File: config.mk
export PLATFORM = sky130hd
export DESIGN_NAME = rl_step_scheduler
export DESIGN_NICKNAME = d
export VERILOG_FILES = /design/src/rtl/rl_step_scheduler.sv
export SDC_FILE = /design/constraint.sdc
export NUM_CORES = 1
export LEC_CHECK = 0
export ABC_AREA = 1
export CORE_ASPECT_RATIO = 0.6
export CORE_UTILIZATION = 30
export CTS_CLUSTER_SIZE = 40
export DETAILED_ROUTE_END_ITERATION = 12
export PLACE_DENSITY = 0.61
export SLEW_MARGIN = 10
export SYNTH_ARGS = -nofsm -noshare
export SYNTH_HDL_FRONTEND = slang
export SYNTH_SLANG_ARGS = --single-unit
File: constraint.sdc
create_clock -name clk -period 2 [get_ports clk]
set_input_delay 0.3 -clock clk [delete_from_list [all_inputs] [get_ports clk]]
set_output_delay 0.3 -clock clk [all_outputs]
set_load 0.02 [all_outputs]
File: src/rtl/rl_step_scheduler.sv
// ---------------------------------------------------------------------------
// rl_step_scheduler
//
// Sequences a single Q-learning agent through whole episodes, one step at a
// time: read the Q-row of the current state, let the policy generator pick an
// action, hand that action to the environment, collect the environment's
// response and finally issue one Q-update request. Also keeps the
// per-episode step count, the episode count and the exploration epsilon.
//
// Optional feature macro: RL_EPS_DECAY_EN
//   defined   : epsilon decays by EPS_DECAY at each episode end, floored at
//               EPS_MIN (no underflow).
//   undefined : epsilon is the constant EPS_INIT; no decay logic exists.
//
// Ports
//   clk, rst            clock; synchronous active-high reset
//   run                 level request to keep running episodes
//   start_state         initial state, sampled when an episode begins
//   q_rd/q_addr         one-cycle Q-row read strobe and row address
//   q_rvalid/q_data     Q-row return (four 16-bit Q values)
//   q_row               registered Q-row handed to the policy generator
//   sel_start           one-cycle start pulse to the policy generator
//   sel_action          action chosen by the policy generator
//   epsilon             current exploration rate
//   act_valid/act/act_ready               action handshake to environment
//   env_valid/env_next_state/env_reward/env_terminal  environment result
//   upd_valid/upd_state/upd_action/upd_next_state/upd_reward/upd_ready
//                       Q-update request handshake
//   busy                high whenever an episode is in progress
//   episode_done        one-cycle pulse at episode end
//   step_cnt            steps completed in the current episode (saturating)
//   episode_cnt         episodes completed (wrapping)
// ---------------------------------------------------------------------------
module rl_step_scheduler #(
  parameter int          STATE_W   = 4,
  parameter int          SEL_LAT   = 1,
  parameter int          MAX_STEPS = 64,
  parameter logic [15:0] EPS_INIT  = 16'hFFFF,
  parameter logic [15:0] EPS_MIN   = 16'h0CCC,
  parameter logic [15:0] EPS_DECAY = 16'h0100
) (
  input  logic               clk,
  input  logic               rst,
  input  logic               run,
  input  logic [STATE_W-1:0] start_state,
  output logic               q_rd,
  output logic [STATE_W-1:0] q_addr,
  input  logic               q_rvalid,
  input  logic [63:0]        q_data,
  output logic [63:0]        q_row,
  output logic               sel_start,
  input  logic [3:0]         sel_action,
  output logic [15:0]        epsilon,
  output logic               act_valid,
  output logic [3:0]         act,
  input  logic               act_ready,
  input  logic               env_valid,
  input  logic [STATE_W-1:0] env_next_state,
  input  logic [15:0]        env_reward,
  input  logic               env_terminal,
  output logic               upd_valid,
  output logic [STATE_W-1:0] upd_state,
  output logic [3:0]         upd_action,
  output logic [STATE_W-1:0] upd_next_state,
  output logic [15:0]        upd_reward,
  input  logic               upd_ready,
  output logic               busy,
  output logic               episode_done,
  output logic [15:0]        step_cnt,
  output logic [15:0]        episode_cnt
);

  // Elaboration-time parameter sanity checks.
  if (SEL_LAT < 1 || SEL_LAT > 15) begin : g_bad_sel_lat
    $error("rl_step_scheduler: SEL_LAT must be in 1..15");
  end
  if (MAX_STEPS < 1 || MAX_STEPS > 65535) begin : g_bad_max_steps
    $error("rl_step_scheduler: MAX_STEPS must be in 1..65535");
  end
  if (({1'b0, EPS_MIN} + {1'b0, EPS_DECAY}) > 17'h0FFFF || EPS_MIN > EPS_INIT) begin : g_bad_eps
    $error("rl_step_scheduler: inconsistent epsilon parameters");
  end

  localparam logic [3:0]  SEL_LAST    = 4'(SEL_LAT - 1);
  localparam logic [15:0] MAX_STEPS_W = 16'(MAX_STEPS);

  typedef enum logic [2:0] {
    S_IDLE,
    S_FETCH,
    S_SELECT,
    S_ACT,
    S_OBSERVE,
    S_UPDATE,
    S_DONE
  } state_e;

  state_e             state_q, state_d;
  logic [STATE_W-1:0] cur_state_q, cur_state_d;
  logic               fetch_req_q, fetch_req_d;   // q_rd not yet issued this FETCH
  logic [3:0]         sel_cnt_q, sel_cnt_d;       // cycles spent in SELECT
  logic [63:0]        q_row_q, q_row_d;
  logic [3:0]         act_q, act_d;
  logic [STATE_W-1:0] nxt_q, nxt_d;
  logic [15:0]        rew_q, rew_d;
  logic               term_q, term_d;
  logic [15:0]        step_cnt_q, step_cnt_d;
  logic [15:0]        episode_cnt_q, episode_cnt_d;
  logic [15:0]        step_inc;

`ifdef RL_EPS_DECAY_EN
  // Below this knee a full decrement would cross the floor, so clamp instead.
  localparam logic [16:0] EPS_KNEE = {1'b0, EPS_MIN} + {1'b0, EPS_DECAY};
  logic [15:0] eps_q, eps_d;
  assign epsilon = eps_q;
`else
  assign epsilon = EPS_INIT;
`endif

  // Saturating step increment; MAX_STEPS never exceeds 16'hFFFF so the limit
  // is always reached before saturation matters.
  assign step_inc = (step_cnt_q == 16'hFFFF) ? step_cnt_q : step_cnt_q + 16'd1;

  always_comb begin
    state_d       = state_q;
    cur_state_d   = cur_state_q;
    fetch_req_d   = fetch_req_q;
    sel_cnt_d     = sel_cnt_q;
    q_row_d       = q_row_q;
    act_d         = act_q;
    nxt_d         = nxt_q;
    rew_d         = rew_q;
    term_d        = term_q;
    step_cnt_d    = step_cnt_q;
    episode_cnt_d = episode_cnt_q;
`ifdef RL_EPS_DECAY_EN
    eps_d         = eps_q;
`endif
    q_rd          = 1'b0;
    sel_start     = 1'b0;
    act_valid     = 1'b0;
    upd_valid     = 1'b0;
    episode_done  = 1'b0;

    case (state_q)
      S_IDLE: begin
        if (run) begin
          state_d     = S_FETCH;
          cur_state_d = start_state;
          step_cnt_d  = 16'd0;
          fetch_req_d = 1'b1;
        end
      end

      S_FETCH: begin
        // Strobe only on the first FETCH cycle, then wait for the data.
        q_rd        = fetch_req_q;
        fetch_req_d = 1'b0;
        if (q_rvalid) begin
          q_row_d   = q_data;
          sel_cnt_d = 4'd0;
          state_d   = S_SELECT;
        end
      end

      S_SELECT: begin
        // SELECT lasts SEL_LAT cycles; the action is captured at the edge
        // closing the last one, SEL_LAT cycles after the start pulse began.
        sel_start = (sel_cnt_q == 4'd0);
        if (sel_cnt_q == SEL_LAST) begin
          act_d   = sel_action;
          state_d = S_ACT;
        end else begin
          sel_cnt_d = sel_cnt_q + 4'd1;
        end
      end

      S_ACT: begin
        act_valid = 1'b1;
        if (act_ready) begin
          state_d = S_OBSERVE;
        end
      end

      S_OBSERVE: begin
        if (env_valid) begin
          nxt_d   = env_next_state;
          rew_d   = env_reward;
          term_d  = env_terminal;
          state_d = S_UPDATE;
        end
      end

      S_UPDATE: begin
        upd_valid = 1'b1;
        if (upd_ready) begin
          step_cnt_d  = step_inc;
          cur_state_d = nxt_q;
          if (term_q || step_inc == MAX_STEPS_W) begin
            state_d = S_DONE;
          end else begin
            fetch_req_d = 1'b1;
            state_d     = S_FETCH;
          end
        end
      end

      S_DONE: begin
        episode_done  = 1'b1;
        episode_cnt_d = episode_cnt_q + 16'd1;
`ifdef RL_EPS_DECAY_EN
        eps_d = ({1'b0, eps_q} < EPS_KNEE) ? EPS_MIN : eps_q - EPS_DECAY;
`endif
        state_d = S_IDLE;
      end

      default: state_d = S_IDLE;
    endcase
  end

  always_ff @(posedge clk) begin
    if (rst) begin
      state_q       <= S_IDLE;
      cur_state_q   <= '0;
      fetch_req_q   <= 1'b0;
      sel_cnt_q     <= 4'd0;
      q_row_q       <= 64'd0;
      act_q         <= 4'd0;
      nxt_q         <= '0;
      rew_q         <= 16'd0;
      term_q        <= 1'b0;
      step_cnt_q    <= 16'd0;
      episode_cnt_q <= 16'd0;
`ifdef RL_EPS_DECAY_EN
      eps_q         <= EPS_INIT;
`endif
    end else begin
      state_q       <= state_d;
      cur_state_q   <= cur_state_d;
      fetch_req_q   <= fetch_req_d;
      sel_cnt_q     <= sel_cnt_d;
      q_row_q       <= q_row_d;
      act_q         <= act_d;
      nxt_q         <= nxt_d;
      rew_q         <= rew_d;
      term_q        <= term_d;
      step_cnt_q    <= step_cnt_d;
      episode_cnt_q <= episode_cnt_d;
`ifdef RL_EPS_DECAY_EN
      eps_q         <= eps_d;
`endif
    end
  end

  assign q_addr         = cur_state_q;
  assign q_row          = q_row_q;
  assign act            = act_q;
  assign upd_state      = cur_state_q;
  assign upd_action     = act_q;
  assign upd_next_state = nxt_q;
  assign upd_reward     = rew_q;
  assign busy           = (state_q != S_IDLE);
  assign step_cnt       = step_cnt_q;
  assign episode_cnt    = episode_cnt_q;

endmodule

==> flow_metrics.tcl, run 1 <==
set metrics [dict create \
    outcome "finished, final reports clean" \
    synth-seq-area-share 0.4552 \
    die_area_um2 20080 \
    fmax_mhz 515.6 \
    synthTopCellsByArea "dfxtp_1, nor2_1, nand2_1" \
    r2r-end "state_q[1]" \
    slowest_delay_ps 600 \
    slowest_stage "clkdlybuf4s50_1" \
    drtPass1Iterations 5 \
    wl_per_cell_um 14.41 \
    cp-startpoint "step_cnt[3]" \
    power_density_nw_per_um2 1274 \
    synth.largest_area_cell "dfxtp_1" \
    port_buffers 237 \
    cts_sinks 133 \
    syn_inst 793 \
    final_core_util 0.5154 \
    clock_skew_ps 9.345 \
    cts_buffers 17 \
    dp_hpwl_um 13350 \
    synth_top_area_share 0.4552 \
    hold_slack_ps 440.9 \
    first_global_vias 5310 \
    root_buffer "clkbuf_16" \
    die_h_um 110.2 \
    drv_slew 0 \
    arrival_ps 1640 \
    synth_area_um2 5849 \
    synth_edf_count 0 \
    rows 39 \
    cp_cell_sequence "buf_4 > clkdlybuf4s50_1" \
    required_ps 1700 \
    r2r-start "step_cnt[3]" \
    drtAntennaViolNets 0 \
    ios 254 \
    whs_path_depth 2 \
    syn_avg_cell_area_um2 7.376 \
    n_fill_cell 1801 \
    grt_max_degree 83 \
    die_w_um 182.3 \
    fin_setup_tns_ps 0 \
    period_share 0.9698 \
    crit_path_end "step_cnt[3]" \
    diodes 0 \
    ys_async_sr_fraction 0 \
    wl_met2_um 8170 \
    synthFlopType "dfxtp_1" \
    finalPower_mw 12.52 \
    vias 6116 \
    cap_violations 0 \
    start_util 0.3066 \
    rr_worst_depth 14 \
    met3WireLength_um 1899 \
    cts_tree "done" \
    drt-initial-drc-count 368 \
    synth_common_cells "nor2_1, dfxtp_1, nand2_1" \
    hp-class "reg2reg" \
    min_period_ps 1940 \
    finalHoldViolCount 0 \
    yosysMostFrequentCell "nor2_1" \
    grt_use_total 0.1794 \
    clk_path_buf_depth 2 \
    highest_layer "met4" \
    grt_pass1_wl_um 27930 \
    setup_viol 0 \
    ir_drop_mv 0.8108 \
    grt_overflow 0 \
    routabilityCongestion 0.8937 \
    crit_type "reg2out" \
    syn_to_final_growth_pct 68.11 \
    drive_gt1_frac 0.1736 \
    crit_path_max_fanout 4 \
    setup_slack_ps 60.44 \
    power_leakage_nw 3.992 \
    ys_warn_count 0 \
    core_area_um2 19080 \
    startpoint_type "flop" \
    synth.distinct_cells 41 \
    antenna_found_initial 0 \
    path_clk_slew_ps 60 \
    routed_wl_um 19680 \
    htree_levels 4 \
    rsz0062_at_grt "true" \
    wl_met1_um 9438 \
    clk_latency_ps 420 \
    preCtsSetupSlack_ps -45.55 \
    synth_seq_cells 133 \
    fin_nets 1192 \
    viasPerCell 4.477 \
    cp-end-kind "output port" \
    r2r_slack_ps 90 \
    drcViolationCount 0 \
]
==> how the worst min path moves through the flow <==
stage	from	endpoint	slack, ps
floorplan	fetch_req_q	fetch_req_q	430
global placement	upd_reward[2]	upd_reward[2]	430
detailed placement	upd_reward[7]	upd_reward[7]	440
CTS	q_data[10]	q_row[10]	440
global route	q_data[10]	q_row[10]	450
finish	upd_reward[0]	upd_reward[0]	440
==> kinds of logic after synthesis <==
kind of cell / count (synthesis) / share of synthesized area
AND/OR/NAND/NOR: 335 / 0.2533
AO/OA/AOI/OAI: 181 / 0.1596
buffers and inverters: 133 / 0.1138
flip-flops: 133 / 0.4552
XOR/XNOR: 6 / 0.008986
adder cells (fa/ha/maj): 4 / 0.008556
other: 1 / 0.0006411
==> placed cells by master, fill, tap and decap left out, drive strengths merged <==
cell type	n
clkdlybuf4s50	231
nor2	179
dfxtp	133
o21ai	113
nand2	106
buf	80
inv	73
a21oi	57
nand3	28
clkbuf	26
conb	16
nand4	10
nor3	9
a31oi	4
bufinv	4
dlygate4sd2	4
clkinv	4
ha	4
clkinvlp	3
xor2	3
xnor2	3
o22ai	2
o21a	2
nand3b	1
o21bai	1
or2	1
a2bb2oi	1
nor3b	1
o21ba	1
==> state kept, by name, summed over array words and instances (netlist names) <==
signal	count
state_q	3
upd_reward	16
fetch_req_q	1
upd_next_state	4
episode_cnt	16
q_row	64
term_q	1
act	4
step_cnt	16
q_addr	4
sel_cnt_q	4
==> metrics by stage <==
step	cell area [um2]	std cells
after CTS	9360	1344
after global placement	8738	1313
after global routing	9833	1366
after detailed placement	8738	1313
final	9833	1366
after floorplan	5908	808
==> layer usage <==
metal | track usage | vias up
met5 | 0 | -
met4 | 0.04502 | 0
met3 | 0.08016 | 16
met2 | 0.2564 | 241
met1 | 0.2432 | 2750
li1 | - | 3109
==> critical path: cells and delay by family (launching register included) <==
| kind | cells | cell delay (ps) |
|---|---|---|
| buffers and inverters | 2 | 790 |
| DFF | 1 | 440 |
==> final cells by class <==
class,count,area (um2),share of cell area
multi-input cells,542,2715,0.2761
well taps,266,332.8,0.03385
repair inverters,1,6.256,0.0006362
clock inverters,9,150.1,0.01527
repair buffers,319,3163,0.3217
clock buffers,22,474.2,0.04822
flip-flops and latches,133,2695,0.2741
inverters,74,296.5,0.03016
==> report_power, final <==
group | switching (mW) | internal (mW)
clock network | 1.17 | 2.17
registers | 0.287 | 3.17
logic | 3.08 | 2.64
==> timing repair <==
| action | CTS | global route |
|---|---|---|
| endpoints found under the setup margin | 7 | 76 |
| cloned | 0 | 8 |
| pin swaps | 1 | 20 |
| hold buffers | 0 | 0 |
| setup buffers | 0 | 14 |
| resized for setup | 13 | 74 |
| hold endpoints to repair | 0 | 0 |
Power figures use the tool's default switching activity.
==> inputs of run 2 (changes only) <==
==> constraint.sdc (replaced) <==
create_clock -name clk -period 2 [get_ports clk]
set_input_delay 0.2 -clock clk [delete_from_list [all_inputs] [get_ports clk]]
set_output_delay 0.2 -clock clk [all_outputs]
set_load 0.02 [all_outputs]
==> run 2 against run 1 <==
Net effect: utilization down 1.2 points; maximum frequency is 0.82% higher; worst setup slack improved by 16 ps; via count shrank 1.2%; combinational power fell by 18%; global-route usage shrank 0.17 points; cell count fell by 0.88%; die area is the same; register-to-register slack improved by 40 ps; highest routed layer unchanged; total power is 9.1% lower; worst hold slack got worse by 85 ps.
==> flow_metrics.tcl, run 2 (same netlist as run 1, synthesis figures left out) <==
set metrics [dict create \
    min_period_ps 1924 \
    slowest_stage "dfxtp_2" \
    path_clk_slew_ps 60 \
    cts_sinks 133 \
    hp-class "in2reg" \
    htree_levels 4 \
    viasPerCell 4.461 \
    clk_path_buf_depth 2 \
    grt_use_total 0.1777 \
    drv_slew 0 \
    cp-end-kind "output port" \
    die_h_um 110.2 \
    finalPower_mw 11.38 \
    crit_type "reg2out" \
    fin_setup_tns_ps 0 \
    die_w_um 182.3 \
    wl_per_cell_um 13.81 \
    hold_slack_ps 355.4 \
    crit_path_max_fanout 5 \
    clk_latency_ps 420 \
    slowest_delay_ps 350 \
    rows 39 \
    rsz0062_at_grt "true" \
    diodes 0 \
    drive_gt1_frac 0.1682 \
    die_area_um2 20080 \
    setup_viol 0 \
    antenna_found_initial 0 \
    drtPass1Iterations 5 \
    mostFrequentLayoutCell "clkdlybuf4s50_1" \
    grt_overflow 0 \
    routed_wl_um 18700 \
    clock_skew_ps 5.001 \
    grt_max_degree 82 \
    outcome "finished, final reports clean" \
    ir_drop_mv 0.8035 \
    fmax_mhz 519.8 \
    power_leakage_nw 3.827 \
    setup_slack_ps 76.24 \
    cts_buffers 17 \
    port_buffers 237 \
    multi_input_area_um2 2718 \
    seqCellArea_um2 2694 \
    required_ps 1800 \
    grt_pass1_wl_um 27870 \
    start_util 0.3066 \
    layout_common_cells "clkdlybuf4s50_1, nor2_1, dfxtp_1" \
    cap_violations 0 \
    hold_buffers 0 \
    power_density_nw_per_um2 1185 \
    period_share 0.9619 \
    root_buffer "clkbuf_16" \
    cts_tree "done" \
    drtAntennaViolNets 0 \
    dp_hpwl_um 13100 \
    first_global_vias 5424 \
    largest_register_ffs 64 \
    arrival_ps 1720 \
    core_area_um2 19080 \
    ios 254 \
    crit_top_cell "buf_4" \
    n_fill_cell 1849 \
    preCtsSetupSlack_ps 29.81 \
    drt-initial-drc-count 397 \
    startpoint_type "flop" \
    vias 6040 \
    routabilityCongestion 0.9053 \
    finalHoldViolCount 0 \
    fin_nets 1179 \
    syn_to_final_growth_pct 64.19 \
    cp_cell_sequence "buf_4 > nor3_4 > buf_4 > clkdlybuf4s15_1" \
    drcViolationCount 0 \
]
==> run 2: path summary, 6_finish.rpt <==
path                   from               to  slack [ps]  cells after the start
max              state_q[0]     episode_done          80                      4
min          start_state[1]        q_addr[1]         360                      3
max reg2reg      state_q[0]  episode_cnt[15]         130                     11
min reg2reg   upd_reward[0]    upd_reward[0]         440                      2
==> run 2: power breakdown <==
group	switching, mW	internal [mW]	total (mW)	leakage, nW
combinational	2.73	1.96	4.69	2.44
sequential	0.284	3.17	3.45	1.09
clock	1.21	2.03	3.24	0.290
total	4.22	7.16	11.4	3.83
==> run 2: what timing repair did <==
action / in CTS / in global routing
endpoints found under the setup margin: 6 / 95
gates cloned: 0 / 1
pin swaps: 1 / 18
buffers inserted: 0 / 13
gates resized for setup: 7 / 63
endpoints found under the hold margin: 0 / 0
==> run 2: per-stage QoR <==
stage	utilization	area (um2)	std cells
2_1_floorplan	-	5908	808
3_3_place_gp	0.4554	8688	1308
3_5_place_dp	0.4554	8688	1308
4_1_cts	0.4870	9291	1340
5_1_grt	0.5034	9604	1354
6_report	0.5034	9604	1354
==> run 2: critical path, delay by kind of cell (launching register included) <==
family                 cells  cell delay (ps)
buffers and inverters      3              640
DFF                        1              350
and+or+nand+nor            1              310
==> run 2: layer usage <==
layer  routed length, um  track usage  vias up
li1                    -            -     3085
met1                8644       0.2385     2718
met2                7821       0.2518      224
met3                2050      0.08213       13
met4                 181      0.05162        0
met5                   0            0        -
==> run 2: layout make-up <==
cell class,count,share of cell area
Clock buffer,21,0.04794
Sequential cell,133,0.2805
Multi-Input combinational cell,542,0.2830
Tap cell,266,0.03465
Clock inverter,11,0.01550
Timing Repair Buffer,307,0.3084
Inverter,74,0.03009
